**src/rtl/fnd_scan_decoder_if.sv**
```systemverilog
// Multiplexed 4-digit FND scan lines: digit select plus segment pattern.
// The scan controller drives the master side; decoders and monitors listen on the slave side.
interface fnd_scan_decoder_if;
    logic [3:0] com;
    logic [7:0] seg_7;

    modport master (output com, output seg_7);
    modport slave  (input  com, input  seg_7);
endinterface

```
**src/rtl/fnd_scan_decoder.sv**
```systemverilog
// Decodes a scanned 4-digit FND back to a 16-bit value; FND_DP_CAPTURE_EN also captures dp per digit.
// Latency: 2 sync flops + SETTLE_CYCLES of stable strobe per digit, frame result one edge after the 4th capture.
// Backpressure: none; a passive monitor that only observes the scan lines.
module fnd_scan_decoder #(
    parameter int SETTLE_CYCLES  = 16,
    parameter int TIMEOUT_CYCLES = 1_000_000,
    parameter bit COM_ACTIVE_LOW = 1'b1,
    parameter bit SEG_ACTIVE_LOW = 1'b1
) (
    input  logic                 clk,
    input  logic                 reset_p,
    fnd_scan_decoder_if.slave    scan,
    output logic [15:0]          value,
    output logic                 value_valid,
    output logic                 value_changed,
    output logic [3:0]           dp,
    output logic                 frame_err,
    output logic                 link_lost
);
`ifdef FND_DP_CAPTURE_EN
    localparam int SW = 8;
`else
    localparam int SW = 7;
    logic unused_seg_dp;
    assign unused_seg_dp = scan.seg_7[7];
`endif
    localparam int              TW   = $clog2(TIMEOUT_CYCLES + 1);
    localparam logic [TW-1:0]   TMAX = TW'(TIMEOUT_CYCLES);
    localparam logic [7:0]      SMAX = 8'(SETTLE_CYCLES);

    typedef enum logic [1:0] {IDLE, SETTLE, HOLD} state_t;

    // Polarity is folded in ahead of the synchronisers so reset (all zero) means "nothing selected".
    logic [3:0]    com_s1, com_n, com_prev;
    logic [SW-1:0] seg_s1, seg_n, seg_prev;

    always_ff @(posedge clk) begin
        if (reset_p) begin
            com_s1   <= '0;
            com_n    <= '0;
            com_prev <= '0;
            seg_s1   <= '0;
            seg_n    <= '0;
            seg_prev <= '0;
        end else begin
            com_s1   <= scan.com ^ {4{COM_ACTIVE_LOW}};
            com_n    <= com_s1;
            com_prev <= com_n;
            seg_s1   <= scan.seg_7[SW-1:0] ^ {SW{SEG_ACTIVE_LOW}};
            seg_n    <= seg_s1;
            seg_prev <= seg_n;
        end
    end

    function automatic logic [4:0] decode(input logic [6:0] p);
        case (p)
            7'h3F: decode = 5'h00;  7'h06: decode = 5'h01;
            7'h5B: decode = 5'h02;  7'h4F: decode = 5'h03;
            7'h66: decode = 5'h04;  7'h6D: decode = 5'h05;
            7'h7D: decode = 5'h06;  7'h07: decode = 5'h07;
            7'h7F: decode = 5'h08;  7'h6F: decode = 5'h09;
            7'h77: decode = 5'h0A;  7'h7C: decode = 5'h0B;
            7'h39: decode = 5'h0C;  7'h5E: decode = 5'h0D;
            7'h79: decode = 5'h0E;  7'h71: decode = 5'h0F;
            default: decode = 5'h10;
        endcase
    endfunction

    logic       one_hot, multi_hot, seen_change;
    logic [1:0] slot;
    logic [4:0] dec;

    always_comb begin
        one_hot     = $onehot(com_n);
        multi_hot   = (com_n != 4'b0000) && !one_hot;
        seen_change = (com_n != com_prev) || (seg_n != seg_prev);
        dec         = decode(seg_n[6:0]);
        case (com_n)
            4'b0010: slot = 2'd1;
            4'b0100: slot = 2'd2;
            4'b1000: slot = 2'd3;
            default: slot = 2'd0;
        endcase
    end

    state_t     state, state_nxt;
    logic [7:0] cnt;
    logic       cnt_load, cnt_inc, do_capture, do_abandon;

    always_ff @(posedge clk) begin
        if (reset_p) begin
            state <= IDLE;
            cnt   <= '0;
        end else begin
            state <= state_nxt;
            if (cnt_load)     cnt <= 8'd1;
            else if (cnt_inc) cnt <= cnt + 8'd1;
        end
    end

    always_comb begin
        state_nxt  = state;
        cnt_load   = 1'b0;
        cnt_inc    = 1'b0;
        do_capture = 1'b0;
        do_abandon = 1'b0;
        case (state)
            IDLE: begin
                if (one_hot) begin
                    state_nxt = SETTLE;
                    cnt_load  = 1'b1;
                end
            end
            SETTLE: begin
                if (multi_hot) begin
                    state_nxt  = IDLE;
                    do_abandon = 1'b1;
                end else if (!one_hot) begin
                    state_nxt = IDLE;
                end else if (seen_change) begin
                    cnt_load = 1'b1;
                end else if (cnt == SMAX) begin
                    state_nxt  = HOLD;
                    do_capture = 1'b1;
                end else begin
                    cnt_inc = 1'b1;
                end
            end
            HOLD: begin
                if (multi_hot) begin
                    state_nxt  = IDLE;
                    do_abandon = 1'b1;
                end else if (com_n != com_prev) begin
                    state_nxt = IDLE;
                end
            end
            default: state_nxt = IDLE;
        endcase
    end

    logic [3:0]    nib [4];
    logic [3:0]    mask, perr;
    logic [15:0]   frame_val;
    logic [TW-1:0] tcnt;

    assign frame_val = {nib[3], nib[2], nib[1], nib[0]};
    assign link_lost = (tcnt == TMAX);

`ifdef FND_DP_CAPTURE_EN
    logic [3:0] dp_slot;
    always_ff @(posedge clk) begin
        if (reset_p) begin
            dp_slot <= '0;
            dp      <= '0;
        end else begin
            if (do_capture)
                dp_slot[slot] <= seg_n[7];
            if (mask == 4'hF && perr == 4'h0)
                dp <= dp_slot;
        end
    end
    logic dp_diff;
    assign dp_diff = (dp_slot != dp);
`else
    assign dp = 4'b0000;
    logic dp_diff;
    assign dp_diff = 1'b0;
`endif

    always_ff @(posedge clk) begin
        if (reset_p) begin
            for (int i = 0; i < 4; i++) nib[i] <= '0;
            mask          <= '0;
            perr          <= '0;
            tcnt          <= '0;
            value         <= '0;
            value_valid   <= 1'b0;
            value_changed <= 1'b0;
            frame_err     <= 1'b0;
        end else begin
            value_valid   <= 1'b0;
            value_changed <= 1'b0;
            frame_err     <= 1'b0;

            if (do_capture)        tcnt <= '0;
            else if (tcnt != TMAX) tcnt <= tcnt + 1'b1;

            // Completion outranks abandonment so the mask is only cleared once.
            if (mask == 4'hF) begin
                mask <= '0;
                perr <= '0;
                if (perr != 4'h0) begin
                    frame_err <= 1'b1;
                end else begin
                    value         <= frame_val;
                    value_valid   <= 1'b1;
                    value_changed <= (frame_val != value) || dp_diff;
                end
            end else if (do_abandon) begin
                mask      <= '0;
                perr      <= '0;
                frame_err <= 1'b1;
            end else if (do_capture) begin
                nib[slot]  <= dec[3:0];
                perr[slot] <= dec[4];
                mask[slot] <= 1'b1;
            end
        end
    end
endmodule

```
**src/flat_wrapper.sv**
```systemverilog
// flat-port wrapper written by rule: the top's interface ports become plain ports
module fnd_scan_decoder_flat 
#(
    parameter int SETTLE_CYCLES  = 16,
    parameter int TIMEOUT_CYCLES = 1_000_000,
    parameter bit COM_ACTIVE_LOW = 1'b1,
    parameter bit SEG_ACTIVE_LOW = 1'b1
)
  (clk, reset_p, value, value_valid, value_changed, dp, frame_err, link_lost, scan_com, scan_seg_7);
  fnd_scan_decoder_if scan_i ();
  input  logic clk;
  input  logic reset_p;
  output logic [15:0] value;
  output logic value_valid;
  output logic value_changed;
  output logic [3:0] dp;
  output logic frame_err;
  output logic link_lost;
  input wire logic [$bits(scan_i.com)-1:0] scan_com;
  input wire logic [$bits(scan_i.seg_7)-1:0] scan_seg_7;
  assign scan_i.com = scan_com;
  assign scan_i.seg_7 = scan_seg_7;
  fnd_scan_decoder #(.SETTLE_CYCLES(SETTLE_CYCLES), .TIMEOUT_CYCLES(TIMEOUT_CYCLES), .COM_ACTIVE_LOW(COM_ACTIVE_LOW), .SEG_ACTIVE_LOW(SEG_ACTIVE_LOW)) u_core (.clk(clk), .reset_p(reset_p), .scan(scan_i), .value(value), .value_valid(value_valid), .value_changed(value_changed), .dp(dp), .frame_err(frame_err), .link_lost(link_lost));
endmodule
```
**config.mk**
```make
export PLATFORM = sky130hd
export DESIGN_NAME = fnd_scan_decoder_flat
export DESIGN_NICKNAME = d
export VERILOG_FILES = /design/src/rtl/fnd_scan_decoder_if.sv /design/src/rtl/fnd_scan_decoder.sv /design/src/flat_wrapper.sv
export SDC_FILE = /design/constraint.sdc
export NUM_CORES = 1
export LEC_CHECK = 0
export CAP_MARGIN = 20
export CORE_UTILIZATION = 40
export CTS_CLUSTER_DIAMETER = 120
export CTS_CLUSTER_SIZE = 14
export DETAILED_ROUTE_END_ITERATION = 16
export GPL_ROUTABILITY_DRIVEN = 0
export MAX_ROUTING_LAYER = met4
export SYNTH_ARGS = -nofsm -noshare
export SYNTH_HDL_FRONTEND = slang
export SYNTH_SLANG_ARGS = --single-unit
```
**constraint.sdc**
```tcl
create_clock -name clk -period 7.2 [get_ports clk]
set_input_delay 0.72 -clock clk [delete_from_list [all_inputs] [get_ports clk]]
set_output_delay 0.72 -clock clk [all_outputs]
set_load 0.02 [all_outputs]
```
==> flow_summary.toml <==
[timing]
fin_tns_setup_ps = 0
report.final.hold_viol_count = 0
setup_viol = 0
finalCriticalPeriod_ps = 4040
worstMarginPinSlew_ps = 977
slew_headroom = 0.347
rsz0062_at_grt = "no"
skew_ps = 7.98
whs_ps = 439
slew_viol_final = 0
fmax_mhz = 247
fin_crit_sh = 0.562

[floorplanning]
dieWidth_um = 112
rows = 39
fp.dieH_um = 112
core-area_mm2 = 0.0117
io_pins = 38
dieArea_mm2 = 0.0126
initial_utilization = 0.418

[clocking]
numCtsBuffers = 9
numClockSinks = 106
insertion_delay_ps = 340
cts_setup_buffers = 0
holdBufCountCts = 0
path_clk_slew_ps = 70
cts.repair.resized = 0
clockRootBuffer = "clkbuf_16"
htree_levels = 3
clockBufferDepth = 2
cts_tree = "yes"

[run_status]
status = "complete, no violations"

[route]
firstDrtPassIters = 4
post-route-drc-count = 0
drtIter0Drc = 205
num_vias = 3443
wl_per_cell_um = 13.3
drt-vias-per-instance = 5.20
ant_nets = 0
wirelength_mm = 8.79

[pwr]
power_frac_comb = 0.104
power_switching_uw = 303
internal_power_uw = 905
vdd_drop_max_uv = 147
pwr-share-clk = 0.371
p_leak_nw = 2.08
cellPowerDensity_mw_per_mm2 = 219
seqPwrFrac = 0.525
sw_frac_of_total = 0.251

[run]
maxCapViolCount = 0

[global_routing]
grt_pass1_vias = 3238
grt_use_total = 0.157
grt_overflow_total = 0
grt_antenna_before_repair = 0
grt_pass1_wl_mm = 15.4
grt_max_degree = 65

[final_layout]
utilization = 0.472
n_antenna_cell = 0
drive_gt1_frac = 0.0694
area_delta_synth_final_pct = 13.0
n_fill_cell = 1073
fin_nets = 544

[worst_setup_path]
cp_slowest_stage_delay_ps = 580
critPathTopFamily = "simple AND/OR/NAND/NOR gates"
cp-start-kind = "register"
regToRegSetupSlack_ps = 3160
required_ps = 7200
cp-endpoint = "u_core.nib[0][0]$_SDFFCE_PN0P_"
end_kind = "register"
cp_max_fo = 11
crit_top_cell = "ha_1"
cp_slowest_cell = "nor2b_1"
worstSetupPathType = "register to register"
arrival_ps = 4040
startpoint = "u_core.com_n[2]$_SDFF_PP0_"
r2r_end = "u_core.nib[0][0]$_SDFFCE_PN0P_"
crit_cells = 9
cp_num_buf_inv = 1
path_cells = "inv_1, ha_1, ha_1, fa_1, or3b_1, a31oi_4, nor2b_1, nand3_1, o21bai_1"
reg2reg_from = "u_core.com_n[2]$_SDFF_PP0_"
r2r_cells = 9

[place]
port_buffers = 32
dp_hpwl_mm = 6.26

[logic_synthesis]
syn_inst = 491
syn_area_per_cell_um2 = 9.93
async_flop_share = 0
yosysUniqueCellTypes = 66
seq_area_frac_synth = 0.468
yosysWarningCount = 0
synth_edf_count = 16
yosys_register_bits = 106
synth_area_mm2 = 0.00487
netlist.area_leader.share = 0.370
synth_area_leader_cell = "dfxtp_1"
ys.flop_type = "dfxtp_1"
synth_area_leaders = "dfxtp_1 (37%), edfxtp_1 (9.9%), nor2_1 (5.9%)"

[hold_path]
hold_class = "register to register"
hold-path-cell-count = 1
-- cell families (layout without fill, tap and decap cells) --
family                   count (synthesis)  after routing  synth area share
adder cells (fa/ha/maj)                 16             16            0.0426
multiplexers                            22             22            0.0454
buffers and inverters                   43             68            0.0457
AO/OA/AOI/OAI                           51             51            0.0788
other                                    1              4          0.000769
AND/OR/NAND/NOR                        204            204             0.231
XOR/XNOR                                48             48            0.0878
flip-flops                             106            106             0.468
-- cells in the mapped netlist, types with 2 or more instances --
| cell type | n |
|---|---|
| nand2b_1 | 7 |
| nor2b_1 | 16 |
| o2111ai_1 | 3 |
| nand4bb_1 | 2 |
| nor4_4 | 2 |
| or3b_2 | 2 |
| a21oi_1 | 7 |
| edfxtp_1 | 16 |
| and3_1 | 2 |
| clkbuf_1 | 10 |
| mux2i_1 | 21 |
| ha_1 | 15 |
| and4_1 | 3 |
| buf_2 | 5 |
| o32a_1 | 3 |
| buf_4 | 4 |
| or4_1 | 3 |
| a31oi_1 | 2 |
| nor2_1 | 76 |
| or3_2 | 4 |
| xnor2_1 | 27 |
| nor4bb_1 | 2 |
| nand4_1 | 12 |
| inv_1 | 19 |
| o211ai_1 | 3 |
| nand2_1 | 19 |
| a21o_1 | 2 |
| o31ai_1 | 7 |
| nor3_1 | 11 |
| nand3_1 | 18 |
| o21ai_0 | 8 |
| nor4_1 | 7 |
| o21a_1 | 3 |
| nand3b_1 | 3 |
| nor3b_1 | 4 |
| xor2_1 | 20 |
| buf_6 | 4 |
| o21bai_1 | 2 |
| dfxtp_1 | 90 |
-- cell type report --
class,instances,area (um^2),area share
clock buffer,9,225,0.0409
clock inverter,7,45.0,0.00818
inverter,19,71.3,0.0130
multi-input combinational,345,2380,0.432
sequential,106,2280,0.415
tap,143,179,0.0325
timing repair buffer,33,323,0.0586
-- cell usage in the layout, fill, tap and decap left out, drive strengths merged, types with 3 or more instances in the layout --
cell type      count
o31ai              7
nor3              12
nor3b              4
clkinv             5
mux2i             21
nand2b             7
clkbuf             9
a31oi              3
o32a               3
o21ai              8
or3b               3
nand3             18
conb               4
nor4              10
edfxtp            16
o2111ai            3
nor2b             16
ha                15
or4                4
a21oi              7
nand4             13
nand2             19
o211ai             3
nand3b             3
xnor2             27
dfxtp             90
or3                5
nor2              76
inv               20
clkdlybuf4s50     31
xor2              21
o21a               3
and4               4
-- metrics by stage --
stage,power (mW),area [um^2],cells,setup slack (ps)
5_1_grt,1.27,5510,662,2850
2_1_floorplan,0.746,4880,494,4100
3_5_place_dp,0.774,5240,646,3140
3_3_place_gp,0.769,5240,646,3250
4_1_cts,1.22,5510,662,3130
6_report,1.21,5510,662,3160
-- layer usage --
metal  global-route usage  vias up  share of wire
met2                0.243       46           0.46
met4               0.0453        0         0.0089
met1                0.205     1635           0.51
met3               0.0378        6          0.022
li1                     -     1756              -
met5                    -        -              0
-- sequential cells by signal, summed over array words and instances (netlist names) --
register and flops:
u_core.frame_err 1, u_core.com_prev 4, u_core.perr 4, u_core.com_s1 4
u_core.tcnt 20, u_core.seg_s1 7, u_core.state 2, u_core.value_changed 1
u_core.value_valid 1, u_core.seg_prev 7, u_core.mask 4, u_core.com_n 4
u_core.nib 16, u_core.seg_n 7, u_core.cnt 8, u_core.value 16
-- worst min-delay path by stage --
stage | slack (ps) | startpoint | endpoint
after global placement | 420 | u_core.seg_s1[3]$_SDFF_PP0_ | u_core.seg_n[3]$_SDFF_PP0_
final | 440 | u_core.com_s1[3]$_SDFF_PP0_ | u_core.com_n[3]$_SDFF_PP0_
after detailed placement | 430 | u_core.com_s1[3]$_SDFF_PP0_ | u_core.com_n[3]$_SDFF_PP0_
after global routing | 460 | u_core.seg_s1[1]$_SDFF_PP0_ | u_core.seg_n[1]$_SDFF_PP0_
after floorplan | 410 | u_core.com_s1[0]$_SDFF_PP0_ | u_core.com_n[0]$_SDFF_PP0_
after CTS | 440 | u_core.com_s1[3]$_SDFF_PP0_ | u_core.com_n[3]$_SDFF_PP0_
-- worst reg2reg max path, delay by kind of cell, from the launching register on --
kind                     cells  cell delay (ps)
AND/OR/NAND/NOR              3             1510
adder cells (fa/ha/maj)      3              990
buffers and inverters        1              100
flip-flops                   1              400
AO/OA/AOI/OAI                2              710
-- power by group through the flow --
stage	clock (mW)	combinational (mW)	sequential [mW]
6_report	0.448	0.125	0.634
5_1_grt	0.492	0.142	0.638
4_1_cts	0.464	0.126	0.634
3_5_place_dp	0	0.126	0.648
3_3_place_gp	0	0.122	0.647
2_1_floorplan	0	0.104	0.642
Note: power is estimated with default switching activity, not from simulation.
